File: config.mk
export PLATFORM = sky130hd
export DESIGN_NAME = fm_wm_dot_product_engine
export DESIGN_NICKNAME = d
export VERILOG_FILES = /design/src/rtl/fm_wm_dot_product_engine.sv
export SDC_FILE = /design/constraint.sdc
export NUM_CORES = 1
export LEC_CHECK = 0
export CORE_MARGIN = 1.5
export CORE_UTILIZATION = 35
export CTS_CLUSTER_DIAMETER = 200
export DETAILED_ROUTE_END_ITERATION = 8
export GPL_TIMING_DRIVEN = 0
export PLACE_DENSITY = 0.61
export SYNTH_ARGS = -nofsm -noshare
export SYNTH_HDL_FRONTEND = slang
export SYNTH_SLANG_ARGS = --single-unit
File: constraint.sdc
create_clock -name clk -period 8.8 [get_ports clk]
set_input_delay 1.76 -clock clk [delete_from_list [all_inputs] [get_ports clk]]
set_output_delay 1.76 -clock clk [all_outputs]
set_load 0.03 [all_outputs]
File: src/rtl/fm_wm_dot_product_engine.sv
// FM x WM dot-product engine: walks every (row, col) pair, one MAC per cycle over the shared dimension.
// Optional build macro FM_WM_SATURATE_EN makes the accumulator saturate instead of wrapping.
module fm_wm_dot_product_engine #(
    parameter int FEATURE_ROWS   = 6,
    parameter int FEATURE_COLS   = 96,
    parameter int WEIGHT_COLS    = 3,
    parameter int DATA_WIDTH     = 5,
    parameter int DOT_PROD_WIDTH = 16,
    parameter int FEATURE_WIDTH  = $clog2(FEATURE_ROWS),
    parameter int WEIGHT_WIDTH   = $clog2(WEIGHT_COLS),
    parameter int K_WIDTH        = $clog2(FEATURE_COLS)
) (
    input  logic                      clk,
    input  logic                      rst,
    input  logic                      start,
    output logic [FEATURE_WIDTH-1:0]  fm_row_idx,
    output logic [K_WIDTH-1:0]        fm_col_idx,
    input  logic [DATA_WIDTH-1:0]     fm_data,
    output logic [K_WIDTH-1:0]        wm_row_idx,
    output logic [WEIGHT_WIDTH-1:0]   wm_col_idx,
    input  logic [DATA_WIDTH-1:0]     wm_data,
    output logic [FEATURE_WIDTH-1:0]  write_row,
    output logic [WEIGHT_WIDTH-1:0]   write_col,
    output logic [DOT_PROD_WIDTH-1:0] fm_wm_out,
    output logic                      fm_wm_wr_en,
    output logic                      busy,
    output logic                      done
);

    typedef enum logic [1:0] {IDLE, MAC, WRITE, DONE} state_t;

    state_t                    state, next_state;
    logic [FEATURE_WIDTH-1:0]  row;
    logic [WEIGHT_WIDTH-1:0]   col;
    logic [K_WIDTH-1:0]        k;
    logic [DOT_PROD_WIDTH-1:0] acc, acc_nxt;
    logic [2*DATA_WIDTH-1:0]   prod;
    logic                      last_k, last_col, last_row;

    assign last_k   = (k == K_WIDTH'(FEATURE_COLS - 1));
    assign last_col = (col == WEIGHT_WIDTH'(WEIGHT_COLS - 1));
    assign last_row = (row == FEATURE_WIDTH'(FEATURE_ROWS - 1));

    assign fm_row_idx = row;
    assign fm_col_idx = k;
    assign wm_row_idx = k;
    assign wm_col_idx = col;

    assign prod = {{DATA_WIDTH{1'b0}}, fm_data} * {{DATA_WIDTH{1'b0}}, wm_data};

`ifdef FM_WM_SATURATE_EN
    // Extra carry bit detects overflow; once pinned at max, non-negative products keep it there.
    logic [DOT_PROD_WIDTH:0] sum;
    assign sum     = {1'b0, acc} + (DOT_PROD_WIDTH + 1)'(prod);
    assign acc_nxt = sum[DOT_PROD_WIDTH] ? '1 : sum[DOT_PROD_WIDTH-1:0];
`else
    assign acc_nxt = acc + DOT_PROD_WIDTH'(prod);
`endif

    always_ff @(posedge clk or posedge rst) begin
        if (rst) state <= IDLE;
        else     state <= next_state;
    end

    always_comb begin
        next_state = state;
        case (state)
            IDLE:    if (start) next_state = MAC;
            MAC:     if (last_k) next_state = WRITE;
            WRITE:   next_state = (last_row && last_col) ? DONE : MAC;
            DONE:    next_state = IDLE;
            default: next_state = IDLE;
        endcase
    end

    always_comb begin
        busy = (state == MAC) || (state == WRITE);
    end

    // Write port registers only move on a WRITE cycle; the memory writes every clock.
    always_ff @(posedge clk or posedge rst) begin
        if (rst) begin
            row         <= '0;
            col         <= '0;
            k           <= '0;
            acc         <= '0;
            write_row   <= '0;
            write_col   <= '0;
            fm_wm_out   <= '0;
            fm_wm_wr_en <= 1'b0;
            done        <= 1'b0;
        end else begin
            fm_wm_wr_en <= (state == WRITE);
            done        <= (state == DONE);
            case (state)
                IDLE: if (start) begin
                    row <= '0;
                    col <= '0;
                    k   <= '0;
                    acc <= '0;
                end
                MAC: begin
                    acc <= acc_nxt;
                    k   <= last_k ? '0 : k + K_WIDTH'(1);
                end
                WRITE: begin
                    write_row <= row;
                    write_col <= col;
                    fm_wm_out <= acc;
                    k         <= '0;
                    acc       <= '0;
                    if (last_col) begin
                        col <= '0;
                        row <= last_row ? '0 : row + FEATURE_WIDTH'(1);
                    end else begin
                        col <= col + WEIGHT_WIDTH'(1);
                    end
                end
                default: ;
            endcase
        end
    end

endmodule

# ---- Yosys cells after proc, flatten, opt, wreduce, memory -nomap -nowiden
# Index checks and enable logic that the tools add are counted.
dict set report classes {
  n_reduce_logical 9
  add_sub_neg 4
  n_eq_ne 9
  multipliers 1
  n_mux 16
}
# operator n
set ops {}
lappend ops {{$pmux W16 S3} 1}
lappend ops {{$pmux W7 S3} 1}
lappend ops {{$add A16 B10 Y16} 1}
lappend ops {{$mux W16} 1}
lappend ops {{$mux W7} 2}
lappend ops {{$mul A5 B5 Y10} 1}
lappend ops {{$mux W2} 5}
lappend ops {{$mux W3} 3}
lappend ops {{$pmux W2 S4} 1}
lappend ops {{$add A7 B1 Y7 const B} 1}
lappend ops {{$eq A7 B7 Y1 const B} 1}
lappend ops {{$eq A2 B2 Y1 const B} 3}
lappend ops {{$ne A2 B2 Y1 const B} 3}
lappend ops {{$pmux W3 S2} 1}
lappend ops {{$reduce_and A2 Y1} 3}
lappend ops {{$pmux W2 S2} 1}
lappend ops {{$add A3 B1 Y3 const B} 1}
lappend ops {{$eq A3 B3 Y1 const B} 1}
lappend ops {{$reduce_and A3 Y1} 1}
lappend ops {{$reduce_bool A3 Y1} 1}
lappend ops {{$add A2 B1 Y2 const B} 1}
lappend ops {{$eq A2 B1 Y1 const B} 1}
lappend ops {{$logic_not A2 Y1} 1}
lappend ops {{$reduce_bool A2 Y1} 1}
lappend ops {{2 further kinds} 2}
dict set report totals {
  register_bits 53
  word_cells 49
  in_bits 13
  output_inout_bits 43
}

# ---- Logic depth before layout (Yosys ltp)
# Gate-level depths: netlist of the first run.
dict set report logic_depth {
  word_depth 4
  mapped_depth 14
}

# ---- Worst setup path before layout of the first run
# No wires, ideal clock.
dict set report synth_timing {
  path_kind {input to register}
  from {in fm_data[2]}
  to {reg acc[13]}
  arrival_ps 4772
  required_ps 8671
  path_stages 12
  setup_slack_ps 3900
  path_cell_list {and2_1 fa_1 fa_1 inv_1 fa_1 inv_1 ha_1 a21oi_1 nand3_1 a221oi_2 or4_1 nand3_1}
}
dict set report synth_between {
  elab_chain_len 3
}
# item line_no
set synth_rtl {}
lappend synth_rtl {{start: declaration} 18} ;# input logic [DATA_WIDTH-1:0] fm_data,
lappend synth_rtl {{$mul A5 B5 Y10} 49} ;# assign prod = {{DATA_WIDTH{1'b0}}, fm_data} * {{DATA_WIDTH{1'b0}}, wm_data};
lappend synth_rtl {{$add A16 B10 Y16} 57} ;# assign acc_nxt = acc + DOT_PROD_WIDTH'(prod);
lappend synth_rtl {{$pmux W16 S3} 95} ;# case (state)
lappend synth_rtl {{end signal: assignment} 103} ;# acc <= acc_nxt;
lappend synth_rtl {{end: declaration} 36} ;# logic [DOT_PROD_WIDTH-1:0] acc, acc_nxt;
# Every way passes these cells.
# A chain may end at the register's enable or synchronous reset.

# ---- Worst setup path after layout of the first run
# Ends and elaborated chain as after synthesis.

==> run_results.csv, run 1 <==
group,metric,value,unit
logic_synthesis,synth-adder-area-share,19.2,%
cells_and_area,drive_above_1_share,10.3,%
logic_synthesis,syn-num-nets,391,
hold_path,hold_path_depth,1,
timing,tns,0,ns
clock_network,cts_setup_buffers,0,
timing,setup_viol_count_final,0,
global_route,grt_max_degree,43,
floorplan,die_y,102,µm
clock_network,cts_buffers,5,
timing,fmax,184,MHz
logic_synthesis,synthSimpleGateAreaFrac,14.1,%
logic_synthesis,synth_xor_area_share,1.80,%
timing,finalHoldViolations,0,
logic_synthesis,synth_edf_count,0,
placed_design,dp_hpwl,5.60,mm
global_route,grt_pass1_wl,12.5,mm
timing,slew_headroom,56.3,%
clock_network,postCtsHoldBufs,0,
logic_synthesis,synth_cell_types,40,
cells_and_area,final_nets,454,
logic_synthesis,synth-seq-area-share,39.0,%
setup_path,worst_setup_path_end_kind,"flop",
detailed_routing,drt_pass1_iterations,4,
placed_design,gp_congestion,0.801,
setup_path,cp_slowest_cell,"fa_1",
timing,fin_ws,3.35,ns
clock_network,cts_root_buffer,"clkbuf_8",
setup_path,crit_required,9.00,ns
timing,rsz0062_at_grt,"false",
logic_synthesis,synth-compound-area-share,10.5,%
timing,drv_slew,0,
clock_network,cts_max_level,2,
detailed_routing,drc,0,
hold_path,min_from,"fm_wm_out[3]",
power_and_ir_drop,cellLeakagePower,1.99,nW
detailed_routing,ant_nets,0,
clock_network,clock_latency,0.31,ns
power_and_ir_drop,p_per_area,232,nW/µm²
clock_network,clk_pin_slew_worst_paths,0.10,ns
detailed_routing,wl_per_cell,13.5,µm
clock_network,cts-resized-gates,0,
logic_synthesis,synth_cells,336,
floorplan,start_util,36.4,%
clock_network,cts_max_path_buffers,2,
setup_path,path_class,"input port to flop",
logic_synthesis,synth_area,3400,µm²
floorplan,rows,35,
floorplan,dieArea,10300,µm²
timing,worstMarginPinSlew,0.655,ns
power_and_ir_drop,power_frac_clock,17.6,%
clock_network,cts_sinks,53,
setup_path,cp_max_fo,6,
power_and_ir_drop,pwr-share-comb,49.2,%
status,run_status,"finished, final reports clean",
detailed_routing,wirelength,7.16,mm
setup_path,reg2reg_from,"acc[3]",
power_and_ir_drop,irDropWorstVdd,0.110,mV
setup_path,critPathMostFrequentCell,"fa_1",
detailed_routing,viasPerCell,4.86,
flow_run,maxCapViolations,0,
global_route,grt_use_total,15.3,%
setup_path,crit_path_cell_trace,"clkdlybuf4s50_1, and2_1, fa_1, fa_1, inv_1, fa_1, inv_1, ha_1, a21oi_1, nand3_1, a221oi_2, or4_1, nand3_1",
logic_synthesis,synth_mux_area_share,7.85,%
timing,finalCritPeriodShare,61.9,%
placed_design,dpl_worst_slack,3.03,ns
logic_synthesis,synthArstFlopShare,100,%
logic_synthesis,synth_top_family_by_area,"adder cells",
cells_and_area,final_cell_mix,"clkdlybuf4s50_1 (55), dfrtp_1 (53), inv_1 (42)",
setup_path,critical_path_arrival,5.65,ns
power_and_ir_drop,switching_power,0.000396,W
detailed_routing,first_iter_violations,97,
setup_path,rr_worst_depth,14,
setup_path,reg2reg_to,"acc[13]",
cells_and_area,diodes,0,
timing,fin_crit,5.45,ns
logic_synthesis,avgSynthCellArea,10.1,µm²
timing,fin_skew,0.0134,ns
detailed_routing,vias,2572,
setup_path,reg2reg_slack,5.10,ns
placed_design,io_buffer_count,55,
clock_network,cts_tree,"done",
cells_and_area,n_fill_cell,900,
global_route,grt-ovfl-total,0,
hold_path,hold_class,"flop to flop",
cells_and_area,synthToLayoutAreaGrowth,25.1,%
logic_synthesis,synth_flop_cell,"dfrtp_1",
logic_synthesis,synth_seq_cells,53,
logic_synthesis,ys_warn_count,0,
cells_and_area,layout_commonest_cell,"clkdlybuf4s50_1",
floorplan,ios,56,
global_route,antenna_found_initial,0,
setup_path,worst_path_largest_cell_delay,0.52,ns
global_route,grt_pass1_vias,2585,
hold_path,hold_end,"fm_wm_out[3]",
power_and_ir_drop,switching_share,40.1,%
power_and_ir_drop,p_seq_share,33.2,%
setup_path,start_kind,"input port",
floorplan,die_w,102,µm
power_and_ir_drop,internal_power,0.000590,W
floorplan,design.core.area,9330,µm²
-- worst max-delay path: cells and delay by family --
family          cells  cell delay (ns)
fa+ha+maj           4             1.90
compound gates      2             0.70
simple gates        4             0.67
buf+inv             3             0.59
-- sequential cells by signal, summed over array words and instances (netlist names) --
| register | cells |
|---|---|
| state | 2 |
| wm_col_idx | 2 |
| acc | 16 |
| write_col | 2 |
| fm_row_idx | 3 |
| fm_col_idx | 7 |
| fm_wm_out | 16 |
| write_row | 3 |
| fm_wm_wr_en | 1 |
| done | 1 |
-- how the worst max path moves through the flow --
stage	startpoint	to	slack (ns)	depth (start not counted)
global placement	fm_data[2]	acc[15]	3.09	13
detailed placement	fm_data[2]	acc[13]	3.03	13
CTS	fm_data[2]	acc[13]	3.36	13
global route	fm_data[2]	acc[13]	3.12	13
finish	fm_data[2]	acc[13]	3.35	13
floorplan	fm_data[2]	acc[13]	3.90	12
-- cell usage after synthesis (4+ instances only) --
| library cell | n | area (µm²) |
|---|---|---|
| a21o_1 | 6 | 45.0 |
| a21oi_1 | 9 | 45.0 |
| and2_1 | 18 | 113 |
| buf_4 | 7 | 52.6 |
| clkbuf_1 | 5 | 18.8 |
| dfrtp_1 | 53 | 1330 |
| fa_1 | 17 | 340 |
| ha_1 | 25 | 313 |
| inv_1 | 43 | 161 |
| mux2_2 | 21 | 236 |
| nand2_1 | 37 | 139 |
| nand2b_1 | 4 | 25.0 |
| nand3_1 | 11 | 55.1 |
| nor2_1 | 11 | 41.3 |
| o21ai_0 | 22 | 110 |
| o31ai_1 | 5 | 37.5 |
| xor2_1 | 4 | 35.0 |
-- area by class of cell --
cell class / instances / area [µm²] / share of cell area (%)
sequential: 53 / 1330 / 31.2
timing repair buffer: 56 / 571 / 13.4
clock inverter: 2 / 37.5 / 0.883
multi-input combinational: 225 / 1820 / 42.8
buffer: 15 / 90.1 / 2.12
inverter: 43 / 161 / 3.80
tap: 129 / 161 / 3.80
clock buffer: 6 / 82.6 / 1.94
-- power groups by stage --
stage	logic [W]	clock network, W	registers [W]
after floorplan	0.000389	0	0.000318
after global placement	0.000470	0	0.000331
after detailed placement	0.000486	0	0.000332
after CTS	0.000490	0.000179	0.000327
after global routing	0.000573	0.000192	0.000335
final	0.000485	0.000174	0.000327
-- routing by layer --
metal / vias up / share of wire (%) / track usage, %
li1: 1245 / - / -
met1: 1275 / 47 / 21.4
met2: 46 / 48 / 24.3
met3: 6 / 3.6 / 2.62
met4: 0 / 1.8 / 4.70
met5: - / 0 / 0
-- metrics by stage --
stage | hold slack, ns | power, W | util (%) | cells | instance area (µm²)
floorplan | 0.460 | 0.000707 | - | 336 | 3400
global placement | 0.489 | 0.000801 | 44.1 | 520 | 4110
detailed placement | 0.496 | 0.000818 | 44.3 | 521 | 4130
CTS | 0.519 | 0.000997 | 45.6 | 529 | 4250
global route | 0.534 | 0.00110 | 45.6 | 529 | 4250
finish | 0.513 | 0.000986 | 45.6 | 529 | 4250
-- kinds of logic after synthesis --
family | after synthesis
flip-flops | 53
AO/OA/AOI/OAI | 56
adder cells (fa/ha/maj) | 42
buffers and inverters | 58
XOR/XNOR | 7
multiplexers | 24
AND/OR/NAND/NOR | 96
No activity file was read; power rests on OpenSTA's default activity.
==> inputs of run 2 (changes only) <==
clock period = 5.3 ns   (was 8.8 ns; I/O delays follow)
==> results of run 2 <==
The final DEF is identical to that of run 1. Status: finished, final reports clean.
Among the figures that moved: setup slack after placement 3.03 ns -> 0.232 ns; setup slack after layout 3.35 ns -> 0.551 ns; register-to-register setup slack 5.10 ns -> 1.60 ns; total power 0.000986 W -> 0.00164 W; worst IR drop on VDD 0.110 mV -> 0.183 mV
